`config.mk`:
```
export PLATFORM = sky130hd
export DESIGN_NAME = motor_pwm_ctrl
export DESIGN_NICKNAME = d
export VERILOG_FILES = /design/src/rtl/motor_pwm_ctrl_pkg.sv /design/src/rtl/motor_pwm_ctrl_channel.sv /design/src/rtl/motor_pwm_ctrl.sv
export SDC_FILE = /design/constraint.sdc
export NUM_CORES = 1
export LEC_CHECK = 0
export ABC_AREA = 0
export ABC_CLOCK_PERIOD_IN_PS = 5300
export CAP_MARGIN = 20
export CORE_ASPECT_RATIO = 1.5
export CORE_MARGIN = 10
export CORE_UTILIZATION = 48
export CTS_CLUSTER_SIZE = 12
export DETAILED_ROUTE_END_ITERATION = 10
export PLACE_DENSITY = 0.65
export SYNTH_ARGS = -nofsm -noshare
export SYNTH_HDL_FRONTEND = slang
export SYNTH_SLANG_ARGS = --single-unit
export TNS_END_PERCENT = 1
```
`constraint.sdc`:
```
create_clock -name clock -period 5.3 [get_ports clock]
set_clock_uncertainty 0.2 [all_clocks]
set_input_delay 1.06 -clock clock [delete_from_list [all_inputs] [get_ports clock]]
set_output_delay 1.06 -clock clock [all_outputs]
set_load 0.005 [all_outputs]
```
`src/rtl/motor_pwm_ctrl_pkg.sv`:
```
// Shared definitions for the motor PWM controller: channel state encodings,
// default parameter values and the duty ramp helper.
package motor_pwm_ctrl_pkg;

  typedef enum logic [1:0] {
    ST_IDLE    = 2'd0,
    ST_RUN     = 2'd1,
    ST_COOL    = 2'd2,
    ST_LOCKOUT = 2'd3
  } ch_state_e;

  localparam int DEF_NUM_CH       = 2;
  localparam int DEF_PWM_W        = 8;
  localparam int DEF_CLK_DIV      = 390;
  localparam int DEF_RAMP_STEP    = 4;
  localparam int DEF_RAMP_DIV     = 2;
  localparam int DEF_OC_FILTER    = 16;
  localparam int DEF_OC_COOLDOWN  = 500;
  localparam int DEF_OC_MAX_RETRY = 3;

  // Move cur toward tgt by at most step, never overshooting.
  function automatic int unsigned ramp_toward(input int unsigned cur,
                                              input int unsigned tgt,
                                              input int unsigned step);
    if (tgt > cur) return ((tgt - cur) > step) ? (cur + step) : tgt;
    else           return ((cur - tgt) > step) ? (cur - step) : tgt;
  endfunction

endpackage

```
`src/rtl/motor_pwm_ctrl_channel.sv`:
```
// One motor channel: overcurrent synchroniser/filter, run/cool/lockout FSM,
// retry and cooldown bookkeeping, duty ramp and PWM compare.
module motor_pwm_ctrl_channel
  import motor_pwm_ctrl_pkg::*;
#(
  parameter int PWM_W        = DEF_PWM_W,
  parameter int RAMP_STEP    = DEF_RAMP_STEP,
  parameter int OC_FILTER    = DEF_OC_FILTER,
  parameter int OC_COOLDOWN  = DEF_OC_COOLDOWN,
  parameter int OC_MAX_RETRY = DEF_OC_MAX_RETRY
) (
  input  logic             i_clk,
  input  logic             i_rst_n,
  input  logic             i_enable,
  input  logic             i_estop,
  input  logic [PWM_W-1:0] i_duty_target,
  input  logic             i_oc,
  input  logic             i_oc_clear,
  input  logic [PWM_W-1:0] i_cnt,
  input  logic             i_wrap,
  input  logic             i_ramp,
  output logic             o_pwm,
  output logic [PWM_W-1:0] o_duty_now,
  output logic             o_oc_fault,
  output logic             o_oc_lockout
);

  localparam int FL_W = $clog2(OC_FILTER + 1);
  localparam int CD_W = (OC_COOLDOWN > 1) ? $clog2(OC_COOLDOWN) : 1;
  localparam int RT_W = $clog2(OC_MAX_RETRY + 1);

  ch_state_e        r_state, w_nstate;
  logic [1:0]       r_sync;
  logic [FL_W-1:0]  r_filt;
  logic [CD_W-1:0]  r_cool;
  logic [RT_W-1:0]  r_retry;
  logic [PWM_W-1:0] r_duty;
  logic             r_pwm;

  logic w_oc_qual;
  logic w_cool_done;

  // Qualifies on the OC_FILTER-th consecutive high sample, so the trip lands
  // 2 + OC_FILTER clocks after the raw input rises.
  assign w_oc_qual   = (r_state == ST_RUN) && r_sync[1] &&
                       (r_filt >= FL_W'(OC_FILTER - 1));
  assign w_cool_done = (r_cool == CD_W'(OC_COOLDOWN - 1));

  always_comb begin
    w_nstate = r_state;
    unique case (r_state)
      ST_IDLE: if (i_enable && !i_estop) w_nstate = ST_RUN;
      ST_RUN: begin
        if (w_oc_qual)                 w_nstate = ST_COOL;
        else if (!i_enable || i_estop) w_nstate = ST_IDLE;
      end
      ST_COOL: begin
        if (i_oc_clear)                w_nstate = ST_IDLE;
        else if (i_wrap && w_cool_done)
          w_nstate = (r_retry == RT_W'(OC_MAX_RETRY)) ? ST_LOCKOUT : ST_IDLE;
      end
      ST_LOCKOUT: if (i_oc_clear) w_nstate = ST_IDLE;
      default: w_nstate = ST_IDLE;
    endcase
  end

  always_ff @(posedge i_clk or negedge i_rst_n) begin
    if (!i_rst_n) begin
      r_state <= ST_IDLE;
      r_sync  <= '0;
      r_filt  <= '0;
      r_cool  <= '0;
      r_retry <= '0;
      r_duty  <= '0;
      r_pwm   <= 1'b0;
    end else begin
      r_state <= w_nstate;
      r_sync  <= {r_sync[0], i_oc};

      if (r_state == ST_RUN && r_sync[1]) begin
        if (r_filt != FL_W'(OC_FILTER)) r_filt <= r_filt + FL_W'(1);
      end else begin
        r_filt <= '0;
      end

      if (r_state != ST_COOL)            r_cool <= '0;
      else if (i_wrap && !w_cool_done)   r_cool <= r_cool + CD_W'(1);

      // A trip coinciding with oc_clear counts as the first trip after the clear.
      if (r_state == ST_RUN && w_nstate == ST_COOL)
        r_retry <= (i_oc_clear ? RT_W'(0) : r_retry) + RT_W'(1);
      else if (i_oc_clear)
        r_retry <= '0;

      if (w_nstate != ST_RUN)
        r_duty <= '0;
      else if (r_state == ST_RUN && i_ramp)
        r_duty <= PWM_W'(ramp_toward(32'(r_duty), 32'(i_duty_target), RAMP_STEP));

      // Compare against the next state so a drop out of RUN silences the
      // output on the very next clock.
      r_pwm <= (w_nstate == ST_RUN) && (i_cnt < r_duty);
    end
  end

  assign o_pwm        = r_pwm;
  assign o_duty_now   = r_duty;
  assign o_oc_fault   = (r_state == ST_COOL) || (r_state == ST_LOCKOUT);
  assign o_oc_lockout = (r_state == ST_LOCKOUT);

endmodule

```
`src/rtl/motor_pwm_ctrl.sv`:
```
// N-channel motor PWM generator: shared prescaler, PWM counter, period pulse
// and ramp divider feeding one channel instance per motor.
module motor_pwm_ctrl
  import motor_pwm_ctrl_pkg::*;
#(
  parameter int NUM_CH       = DEF_NUM_CH,
  parameter int PWM_W        = DEF_PWM_W,
  parameter int CLK_DIV      = DEF_CLK_DIV,
  parameter int RAMP_STEP    = DEF_RAMP_STEP,
  parameter int RAMP_DIV     = DEF_RAMP_DIV,
  parameter int OC_FILTER    = DEF_OC_FILTER,
  parameter int OC_COOLDOWN  = DEF_OC_COOLDOWN,
  parameter int OC_MAX_RETRY = DEF_OC_MAX_RETRY
) (
  input  logic                    clock,
  input  logic                    reset_n,
  input  logic                    enable,
  input  logic                    estop,
  input  logic [NUM_CH*PWM_W-1:0] duty_target,
  input  logic [NUM_CH-1:0]       oc_in,
  input  logic                    oc_clear,
  output logic [NUM_CH-1:0]       pwm_out,
  output logic [NUM_CH*PWM_W-1:0] duty_now,
  output logic [NUM_CH-1:0]       oc_fault,
  output logic [NUM_CH-1:0]       oc_lockout,
  output logic                    period_start
);

  localparam int PRE_W = (CLK_DIV > 1)  ? $clog2(CLK_DIV)  : 1;
  localparam int RD_W  = (RAMP_DIV > 1) ? $clog2(RAMP_DIV) : 1;

  logic [PRE_W-1:0] r_presc;
  logic [PWM_W-1:0] r_cnt;
  logic [RD_W-1:0]  r_rdiv;
  logic             r_period_start;

  logic w_tick;
  logic w_wrap;
  logic w_ramp;

  assign w_tick = (r_presc == PRE_W'(CLK_DIV - 1));
  assign w_wrap = w_tick && (r_cnt == '1);
  // Channels update duty on the same edge the counter wraps, so each period
  // is compared against a single duty value.
  assign w_ramp = w_wrap && (r_rdiv == RD_W'(RAMP_DIV - 1));

  always_ff @(posedge clock or negedge reset_n) begin
    if (!reset_n) begin
      r_presc        <= '0;
      r_cnt          <= '0;
      r_rdiv         <= '0;
      r_period_start <= 1'b0;
    end else begin
      r_presc        <= w_tick ? '0 : r_presc + PRE_W'(1);
      r_period_start <= w_wrap;
      if (w_tick) r_cnt <= r_cnt + PWM_W'(1);
      if (w_wrap) r_rdiv <= w_ramp ? '0 : r_rdiv + RD_W'(1);
    end
  end

  assign period_start = r_period_start;

  for (genvar g = 0; g < NUM_CH; g++) begin : g_ch
    motor_pwm_ctrl_channel #(
      .PWM_W        (PWM_W),
      .RAMP_STEP    (RAMP_STEP),
      .OC_FILTER    (OC_FILTER),
      .OC_COOLDOWN  (OC_COOLDOWN),
      .OC_MAX_RETRY (OC_MAX_RETRY)
    ) u_ch (
      .i_clk         (clock),
      .i_rst_n       (reset_n),
      .i_enable      (enable),
      .i_estop       (estop),
      .i_duty_target (duty_target[g*PWM_W +: PWM_W]),
      .i_oc          (oc_in[g]),
      .i_oc_clear    (oc_clear),
      .i_cnt         (r_cnt),
      .i_wrap        (w_wrap),
      .i_ramp        (w_ramp),
      .o_pwm         (pwm_out[g]),
      .o_duty_now    (duty_now[g*PWM_W +: PWM_W]),
      .o_oc_fault    (oc_fault[g]),
      .o_oc_lockout  (oc_lockout[g])
    );
  end

endmodule
```
==> results of run 1 <==
[flip-flops by register name, summed over array words and instances, names as in the netlist]
signal	count
g_ch.u_ch.o_duty_now	16
g_ch.u_ch.o_pwm	2
g_ch.u_ch.r_cool	18
g_ch.u_ch.r_filt	10
g_ch.u_ch.r_retry	4
g_ch.u_ch.r_state	4
g_ch.u_ch.r_sync	4
period_start	1
r_cnt	8
r_presc	9
r_rdiv	1
[logic make-up (layout without fill, tap and decap cells)]
kind of cell / count (synthesis) / in the layout
compound gates: 178 / 178
xor+xnor: 46 / 46
fa+ha+maj: 65 / 65
buf+inv: 80 / 115
flops: 77 / 77
mux: 12 / 12
simple gates: 250 / 250
[cells in the final DEF (no fill, tap or decap), drive strengths merged, types with 13 or more instances in the layout]
cell type / count
a21oi: 47
nand2: 50
inv: 52
a31oi: 13
xor2: 18
o21ai: 34
nor2: 71
clkdlybuf4s50: 44
ha: 63
nand3: 35
dfrtp: 77
nand2b: 15
a21o: 17
xnor2: 28
nor3: 14
[critical path, stage by stage]
cell             delay, ns
clkdlybuf4s50_1       0.54
inv_1                 0.06
ha_1                  0.48
a21oi_1               0.34
o21ai_0               0.25
a2111oi_0             0.63
a41oi_1               0.39
and3_1                0.30
o41ai_2               0.20
[power by group through the flow]
stage	clock network, µW	registers, µW	logic [µW]
2_1_floorplan	0	604	91.8
3_3_place_gp	0	605	142
3_5_place_dp	0	605	145
4_1_cts	628	594	146
5_1_grt	647	594	164
6_report	611	594	148
[final cells by class]
| cell class | count | area [µm²] |
|---|---|---|
| Fill cell | 1189 | 5520 |
| Multi-Input combinational cell | 551 | 3830 |
| Sequential cell | 77 | 1930 |
| Timing Repair Buffer | 47 | 483 |
| Clock buffer | 11 | 233 |
| Inverter | 52 | 195 |
| Tap cell | 156 | 195 |
| Clock inverter | 5 | 61.3 |
[routing by layer]
metal / routed length [µm] / GRT usage (%) / vias up
li1: - / - / 2574
met1: 6230 / 18.9 / 2496
met2: 7710 / 29.3 / 101
met3: 491 / 3.18 / 20
met4: 229 / 5.76 / 0
met5: 0 / 0 / -
[final timing paths]
check / endpoint / slack [ns] / cells past startpoint
setup / recovery: g_ch[0].u_ch.o_duty_now[7] / 1.09 / 9
hold / removal: g_ch[0].u_ch.r_sync[1] / 0.15 / 0
setup reg to reg: g_ch[0].u_ch.o_duty_now[7] / 1.89 / 7
hold reg to reg: g_ch[0].u_ch.r_sync[1] / 0.15 / 0
max in group asynchronous: g_ch[1].u_ch.r_filt[3] / 3.96 / 2
min in group asynchronous: g_ch[0].u_ch.r_cool[6] / 0.37 / 1
[per-stage QoR]
step           power [µW]  util [%]  hold WS, ns  setup WS [ns]
2_1_floorplan         696         -        0.131           1.72
3_3_place_gp          747      53.1        0.140          0.951
3_5_place_dp          750      53.1        0.147          0.772
4_1_cts              1370      55.4        0.160           1.13
5_1_grt              1400      55.6        0.164          0.868
6_report             1350      55.6        0.154           1.09
[cell usage after synthesis (all sizes together), types with 4 or more instances]
| cell | count |
|---|---|
| dfrtp | 77 |
| nor2 | 71 |
| ha | 63 |
| inv | 52 |
| nand2 | 50 |
| a21oi | 47 |
| nand3 | 35 |
| o21ai | 34 |
| xnor2 | 28 |
| buf | 18 |
| xor2 | 18 |
| a21o | 17 |
| nand2b | 15 |
| nor3 | 14 |
| a31oi | 13 |
| nand4 | 12 |
| and3 | 11 |
| clkbuf | 10 |
| nor2b | 9 |
| o211ai | 9 |
| mux2i | 7 |
| o21a | 7 |
| or2 | 7 |
| a211oi | 6 |
| or3 | 6 |
| mux2 | 5 |
| o2111ai | 5 |
| o31ai | 5 |
| a41oi | 4 |
| o221ai | 4 |
==> flow_summary.json, run 1 <==
{
  "initial_core_util_pct": 49.1,
  "hold_class": "reg -> reg",
  "max_freq_ghz": 0.237,
  "die_area_mm2": 0.0177,
  "seq_power_share_pct": 43.9,
  "crit_start": "duty_target[4]",
  "synth-seq-cells": 77,
  "avgViaCountPerCell": 5.77,
  "synth_xor_area_share_pct": 6.59,
  "die_h_um": 158,
  "cts_max_path_buffers": 2,
  "cts_tree": "built",
  "ys.flop_type": "dfrtp_1",
  "cp_data_required_time_ns": 5.33,
  "power_density_mw_per_mm2": 195,
  "wire_per_inst_um": 16.3,
  "clkPwrFrac_pct": 45.1,
  "dp.cells": 882,
  "synthMuxAreaShare_pct": 2.13,
  "cp-end-kind": "register",
  "rsz0062_at_grt": "no",
  "vias": 5191,
  "portBuffers": 45,
  "yosys.area.top_type_share_pct": 31.5,
  "drtIter0Drc": 198,
  "h-tree-depth": 3,
  "pin_count": 46,
  "min_from": "g_ch[0].u_ch.r_sync[0]",
  "dpl.hpwl_um": 11300,
  "synthCells": 708,
  "combPwrFrac_pct": 11.0,
  "grt_pass1_wl_um": 24600,
  "synth-compound-area-share_pct": 19.8,
  "synthTopCellsByArea": "dfrtp_1 32%, ha_1 13%, nor2_1 4.4%",
  "switching_share_pct": 24.9,
  "grt_max_degree": 78,
  "syn_area_per_cell_um2": 8.63,
  "die_w_um": 112,
  "wirelength_um": 14700,
  "synth-edff-count": 0,
  "maxCapViolCount": 0,
  "status": "finished clean",
  "synth_top_family_by_area": "simple AND/OR/NAND/NOR gates",
  "startpoint_type": "primary input",
  "drive_gt1_share_pct": 5.65,
  "ir_drop_v": 0.000171,
  "worst-path-max-fanout": 13,
  "power_switching_uw": 337,
  "nets": 826,
  "area_growth_pct": 13.4,
  "antenna_cells": 0,
  "internal-power_uw": 1020,
  "period_share_pct": 79.5,
  "synth-seq-area-share_pct": 31.5,
  "synth_simple_gate_area_share_pct": 20.6,
  "antenna_found_initial": 0,
  "synth-adder-area-share_pct": 13.6,
  "track_usage_pct": 16.4,
  "grt-ovfl-total": 0,
  "postSynthNetCount": 796,
  "path_clk_slew_ns": 0.06,
  "root_buffer": "clkbuf_16",
  "cts_sinks": 77,
  "drcViolationCount": 0,
  "ant_nets": 0,
  "place_congestion": 0.891,
  "finalHoldViolations": 0,
  "drt-pass1-iter-count": 5,
  "rows": 50,
  "finalNonFillerCells": 899,
  "cts_hold_buf": 0,
  "yosysUniqueCellTypes": 76,
  "arrival_ns": 4.25,
  "synth_top_cell_by_area": "dfrtp_1",
  "first_global_vias": 5132,
  "async_flop_share_pct": 100,
  "post_dp_cell_area_mm2": 0.00661,
  "period_minus_slack_ns": 4.21,
  "cts-buffers-inserted": 9,
  "cts_setup_buffers": 0,
  "tightest_slew_ns": 0.837,
  "worstSetupPathType": "in -> reg",
  "relSlewSlack_pct": 43.4,
  "netlist_area_mm2": 0.00611,
  "clock_latency_ns": 0.34,
  "ys.warnings.count": 0,
  "slew_viol_final": 0,
  "fin_setup_tns_ns": 0,
  "p_leak_uw": 0.00291,
  "setup_viol": 0,
  "finish.instance_area_mm2": 0.00693,
  "coreArea_mm2": 0.0124,
  "postCtsResizedCells": 0,
  "r2r-start": "g_ch[0].u_ch.o_duty_now[4]"
}
(Power assumes the default switching activity.)
==> inputs of run 2 (changes only) <==
ABC_CLOCK_PERIOD_IN_PS = 4100   (was 5300)
clock period = 4.1 ns   (was 5.3 ns; I/O delays follow)
==> run 2 against run 1 <==
Against the previous run:
- sequential power up 29%
- setup slack worse by 0.75 ns
- cell count up 1.6%
- highest routed layer unchanged
- critical endpoint is now g_ch[0].u_ch.o_duty_now[0]
==> flow_summary.json, run 2 (synthesis results as in run 1) <==
{
  "r2r_cells": 11,
  "startpoint_type": "primary input",
  "final_common_cell": "dfrtp_1",
  "dp.cells": 897,
  "drcViolationCount": 0,
  "avgViaCountPerCell": 5.86,
  "finalHoldViolations": 0,
  "initial_core_util_pct": 49.1,
  "grt_pass1_wl_um": 25100,
  "hold_class": "reg -> reg",
  "place_congestion": 0.961,
  "cts_hold_buf": 0,
  "cts_sinks": 77,
  "maxCapViolCount": 0,
  "finalNonFillerCells": 913,
  "setup_viol": 0,
  "mostFrequentLayoutCells": "77 x dfrtp_1, 71 x nor2_1, 63 x ha_1",
  "pin_count": 46,
  "vias": 5354,
  "period_minus_slack_ns": 3.76,
  "coreArea_mm2": 0.0124,
  "largest_register_ffs": 18,
  "min_from": "g_ch[0].u_ch.r_sync[0]",
  "arrival_ns": 3.82,
  "root_buffer": "clkbuf_16",
  "rrSetupSlack_ns": 0.90,
  "die_area_mm2": 0.0177,
  "cp_data_required_time_ns": 4.15,
  "r2r_end": "g_ch[0].u_ch.o_duty_now[0]",
  "clock_latency_ns": 0.34,
  "cts_max_path_buffers": 2,
  "tightest_slew_ns": 0.985,
  "track_usage_pct": 16.6,
  "fin_setup_tns_ns": 0,
  "worst-path-max-fanout": 9,
  "path_clk_slew_ns": 0.06,
  "slew_viol_final": 0,
  "post_dp_cell_area_mm2": 0.00672,
  "drive_gt1_share_pct": 7.53,
  "ant_nets": 0,
  "die_w_um": 112,
  "wire_per_inst_um": 16.5,
  "grt_max_degree": 78,
  "postCtsResizedCells": 0,
  "area_growth_pct": 15.9,
  "hold_slack_ns": 0.153,
  "top_register": "g_ch.u_ch.r_cool",
  "max_freq_ghz": 0.266,
  "rows": 50,
  "antenna_cells": 0,
  "die_h_um": 158,
  "rsz0062_at_grt": "no",
  "cts-buffers-inserted": 9,
  "min_delay_path_depth": 0,
  "cts_tree": "built",
  "portBuffers": 45,
  "cts_setup_buffers": 0,
  "drtIter0Drc": 282,
  "cp-end-kind": "register",
  "drt-pass1-iter-count": 6,
  "p_leak_uw": 0.00301,
  "h-tree-depth": 3,
  "first_global_vias": 5261,
  "status": "finished clean",
  "ir_drop_v": 0.000249,
  "wirelength_um": 15000,
  "relSlewSlack_pct": 34.3,
  "r2r-start": "g_ch[0].u_ch.o_duty_now[0]",
  "min_to": "g_ch[0].u_ch.r_sync[1]",
  "dpl.hpwl_um": 11700,
  "period_share_pct": 91.8,
  "grt-ovfl-total": 0,
  "finish.instance_area_mm2": 0.00708,
  "worstSetupPathType": "in -> reg",
  "antenna_found_initial": 0,
  "power_density_mw_per_mm2": 270,
  "nets": 840
}
==> run 2: through the flow <==
stage / util (%) / setup slack [ns] / total power (µW)
6_report: 56.9 / 0.337 / 1910
3_3_place_gp: 54.0 / 0.0187 / 978
3_5_place_dp: 54.0 / 0.0361 / 981
5_1_grt: 56.9 / 0.142 / 1980
4_1_cts: 56.9 / 0.371 / 1930
2_1_floorplan: - / 0.764 / 899
==> run 2: how the worst max path moves through the flow <==
stage	startpoint	end	slack, ns	cells after the start
after floorplan	duty_target[0]	g_ch[0].u_ch.o_duty_now[6]	0.76	11
after global placement	duty_target[9]	g_ch[1].u_ch.o_duty_now[0]	0.02	11
after detailed placement	duty_target[9]	g_ch[1].u_ch.o_duty_now[1]	0.04	11
after CTS	duty_target[0]	g_ch[0].u_ch.o_duty_now[1]	0.37	13
after global routing	duty_target[12]	g_ch[1].u_ch.o_duty_now[4]	0.14	11
final	duty_target[0]	g_ch[0].u_ch.o_duty_now[0]	0.34	13
==> run 2: report_power, final <==
part	internal, µW	total, µW	leakage, µW	switching [µW]
combinational	83.8	202	0.00179	118
sequential	764	768	0.00105	3.84
clock	645	942	0.000176	297
==> run 2: layout make-up <==
cell class / instances / area (µm²)
inverter: 52 / 195
multi-input combinational: 551 / 3830
clock inverter: 3 / 90.1
sequential: 77 / 1930
tap: 156 / 195
clock buffer: 13 / 270
timing repair buffer: 61 / 568
fill: 1119 / 5370
==> run 2: metal layers <==
| layer | part of all wire, % | vias to the layer above | global-route usage, % |
|---|---|---|---|
| met2 | 53 | 119 | 30.8 |
| met1 | 42 | 2592 | 18.8 |
| met5 | 0 | - | 0 |
| li1 | - | 2606 | - |
| met3 | 2.5 | 37 | 2.08 |
| met4 | 2.2 | 0 | 6.30 |
==> run 2: worst max-delay path, cell delays in order <==
cell and delay [ns]:
clkdlybuf4s50_1 0.49, inv_1 0.06, ha_1 0.23, fa_1 0.40, nand2b_1 0.18, a21oi_1 0.19, xor2_1 0.10, a2111oi_0 0.40
buf_4 0.18, nand4_1 0.09, mux2_4 0.36, nand3b_1 0.17, a21oi_1 0.15
==> inputs of run 3 (changes only) <==
CTS_BUF_LIST = sky130_fd_sc_hd__clkbuf_8   (was default)
==> run 3 against run 2 <==
Against the previous run:
- global-route usage down 0.16 points
- non-clock buffer count unchanged
- critical path depth shrank 2
- count of clock-buffer cells in the layout decreased by 1
- largest cell class unchanged
==> flow_summary.json, run 3 (synthesis results as in run 1) <==
{
  "clock_latency_ns": 0.35,
  "coreArea_mm2": 0.0124,
  "path_depth": 11,
  "antenna_found_initial": 0,
  "seq_power_share_pct": 45.3,
  "initial_core_util_pct": 49.1,
  "antenna_cells": 0,
  "drcViolationCount": 0,
  "dp.cells": 897,
  "cts-buffers-inserted": 9,
  "die_area_mm2": 0.0177,
  "mostFrequentLayoutCells": "77 x dfrtp_1, 71 x nor2_1, 63 x ha_1",
  "internal-power_uw": 1300,
  "slew_viol_final": 0,
  "track_usage_pct": 16.5,
  "setup_viol": 0,
  "r2r_end": "g_ch[0].u_ch.o_duty_now[0]",
  "h-tree-depth": 3,
  "die_w_um": 112,
  "period_minus_slack_ns": 3.75,
  "finalHoldViolations": 0,
  "r2r-start": "g_ch[0].u_ch.o_duty_now[0]",
  "cp_data_required_time_ns": 4.14,
  "grt_max_degree": 78,
  "period_share_pct": 91.5,
  "vias": 5326,
  "rrSetupSlack_ns": 0.90,
  "fill_cells": 1130,
  "tightest_slew_ns": 0.985,
  "cts_hold_buf": 0,
  "cts_sinks": 77,
  "status": "finished clean",
  "portBuffers": 45,
  "hold_slack_ns": 0.156,
  "postCtsResizedCells": 0,
  "worst-path-max-fanout": 5,
  "cp-endpoint": "g_ch[1].u_ch.o_duty_now[1]",
  "cp_cell_sequence": "clkdlybuf4s50_1 > inv_1 > ha_1 > nor2b_4 > o211a_1 > or4b_1 > a32oi_2 > nand3_2 > a21oi_1 > mux2i_1 > nor2_1",
  "r2r_cells": 11,
  "drtIter0Drc": 269,
  "final_common_cell": "dfrtp_1",
  "power_switching_uw": 395,
  "ant_nets": 0,
  "arrival_ns": 3.79,
  "first_global_vias": 5253,
  "power_uw": 1690,
  "avgViaCountPerCell": 5.83,
  "area_growth_pct": 14.2,
  "worstSetupPathType": "in -> reg",
  "ir_drop_v": 0.000247,
  "relSlewSlack_pct": 34.3,
  "top_register": "g_ch.u_ch.r_cool",
  "cts_tree": "built",
  "seqCellArea_mm2": 0.00193,
  "hold_class": "reg -> reg",
  "rsz0062_at_grt": "no",
  "dpl.hpwl_um": 11700,
  "cp-end-kind": "register",
  "startpoint_type": "primary input",
  "grt_pass1_wl_um": 24900,
  "rows": 50,
  "max_freq_ghz": 0.266,
  "drive_gt1_share_pct": 7.53,
  "largest_register_ffs": 18,
  "cts_setup_buffers": 0,
  "finish.instance_area_mm2": 0.00698,
  "pin_count": 46,
  "drt-pass1-iter-count": 5,
  "max_stage_delay_ns": 0.52,
  "critical_path_buf_inv_count": 2,
  "nets": 840,
  "root_buffer": "clkbuf_8",
  "post_dp_cell_area_mm2": 0.00672,
  "crit_start": "duty_target[9]",
  "combPwrFrac_pct": 11.9,
  "maxCapViolCount": 0,
  "multi_input_area_mm2": 0.00383,
  "wire_per_inst_um": 16.4,
  "crit_slowest_cell": "clkdlybuf4s50_1",
  "die_h_um": 158,
  "crit_family": "compound AO/OA/AOI/OAI gates",
  "grt-ovfl-total": 0,
  "p_leak_uw": 0.00297,
  "power_density_mw_per_mm2": 243,
  "clkPwrFrac_pct": 42.8,
  "path_clk_slew_ns": 0.08,
  "place_congestion": 0.961,
  "switching_share_pct": 23.3,
  "finalNonFillerCells": 913,
  "wirelength_um": 14900,
  "fin_setup_tns_ns": 0,
  "cts_max_path_buffers": 2
}
run 3: power groups by stage:
stage	logic (µW)	registers (µW)	clock network (µW)
6_report	201	767	726
5_1_grt	223	767	772
4_1_cts	201	767	744
3_5_place_dp	200	782	0
3_3_place_gp	197	781	0
2_1_floorplan	119	780	0
run 3: per-stage QoR:
step,util (%),worst slack (ns)
after floorplan,-,0.764
after global placement,54.0,0.0187
after detailed placement,54.0,0.0361
after CTS,56.1,0.401
after global routing,56.1,0.168
final,56.1,0.347
run 3: cell type report:
type	count	share of cell area, %
clock inverter	4	1.34
timing repair buffer	61	8.14
sequential	77	27.6
tap	156	2.80
multi-input combinational	551	54.9
clock buffer	12	2.37
inverter	52	2.80
run 3: per-layer routing:
metal	wire, µm	up-vias	global-route usage [%]
met1	6210	2582	18.7
met3	434	24	1.89
met4	317	0	6.24
met2	7970	119	30.5
li1	-	2601	-
met5	0	-	0
run 3: worst register-to-register path, cell delays in order (launching register included):
cell	delay, ns
dfrtp_1	0.46
ha_1	0.25
fa_1	0.40
nand2b_1	0.18
a21oi_1	0.19
xor2_1	0.10
a2111oi_0	0.40
buf_4	0.18
nand4_1	0.09
mux2_4	0.36
nand3b_1	0.18
a21oi_1	0.15
run 3: worst min path at each step:
stage | start | endpoint | cells past startpoint
floorplan | g_ch[0].u_ch.r_sync[0] | g_ch[0].u_ch.r_sync[1] | 0
global placement | g_ch[0].u_ch.r_sync[0] | g_ch[0].u_ch.r_sync[1] | 0
detailed placement | g_ch[0].u_ch.r_sync[0] | g_ch[0].u_ch.r_sync[1] | 0
CTS | g_ch[0].u_ch.r_sync[0] | g_ch[0].u_ch.r_sync[1] | 0
global route | g_ch[0].u_ch.r_sync[0] | g_ch[0].u_ch.r_sync[1] | 0
finish | g_ch[0].u_ch.r_sync[0] | g_ch[0].u_ch.r_sync[1] | 0
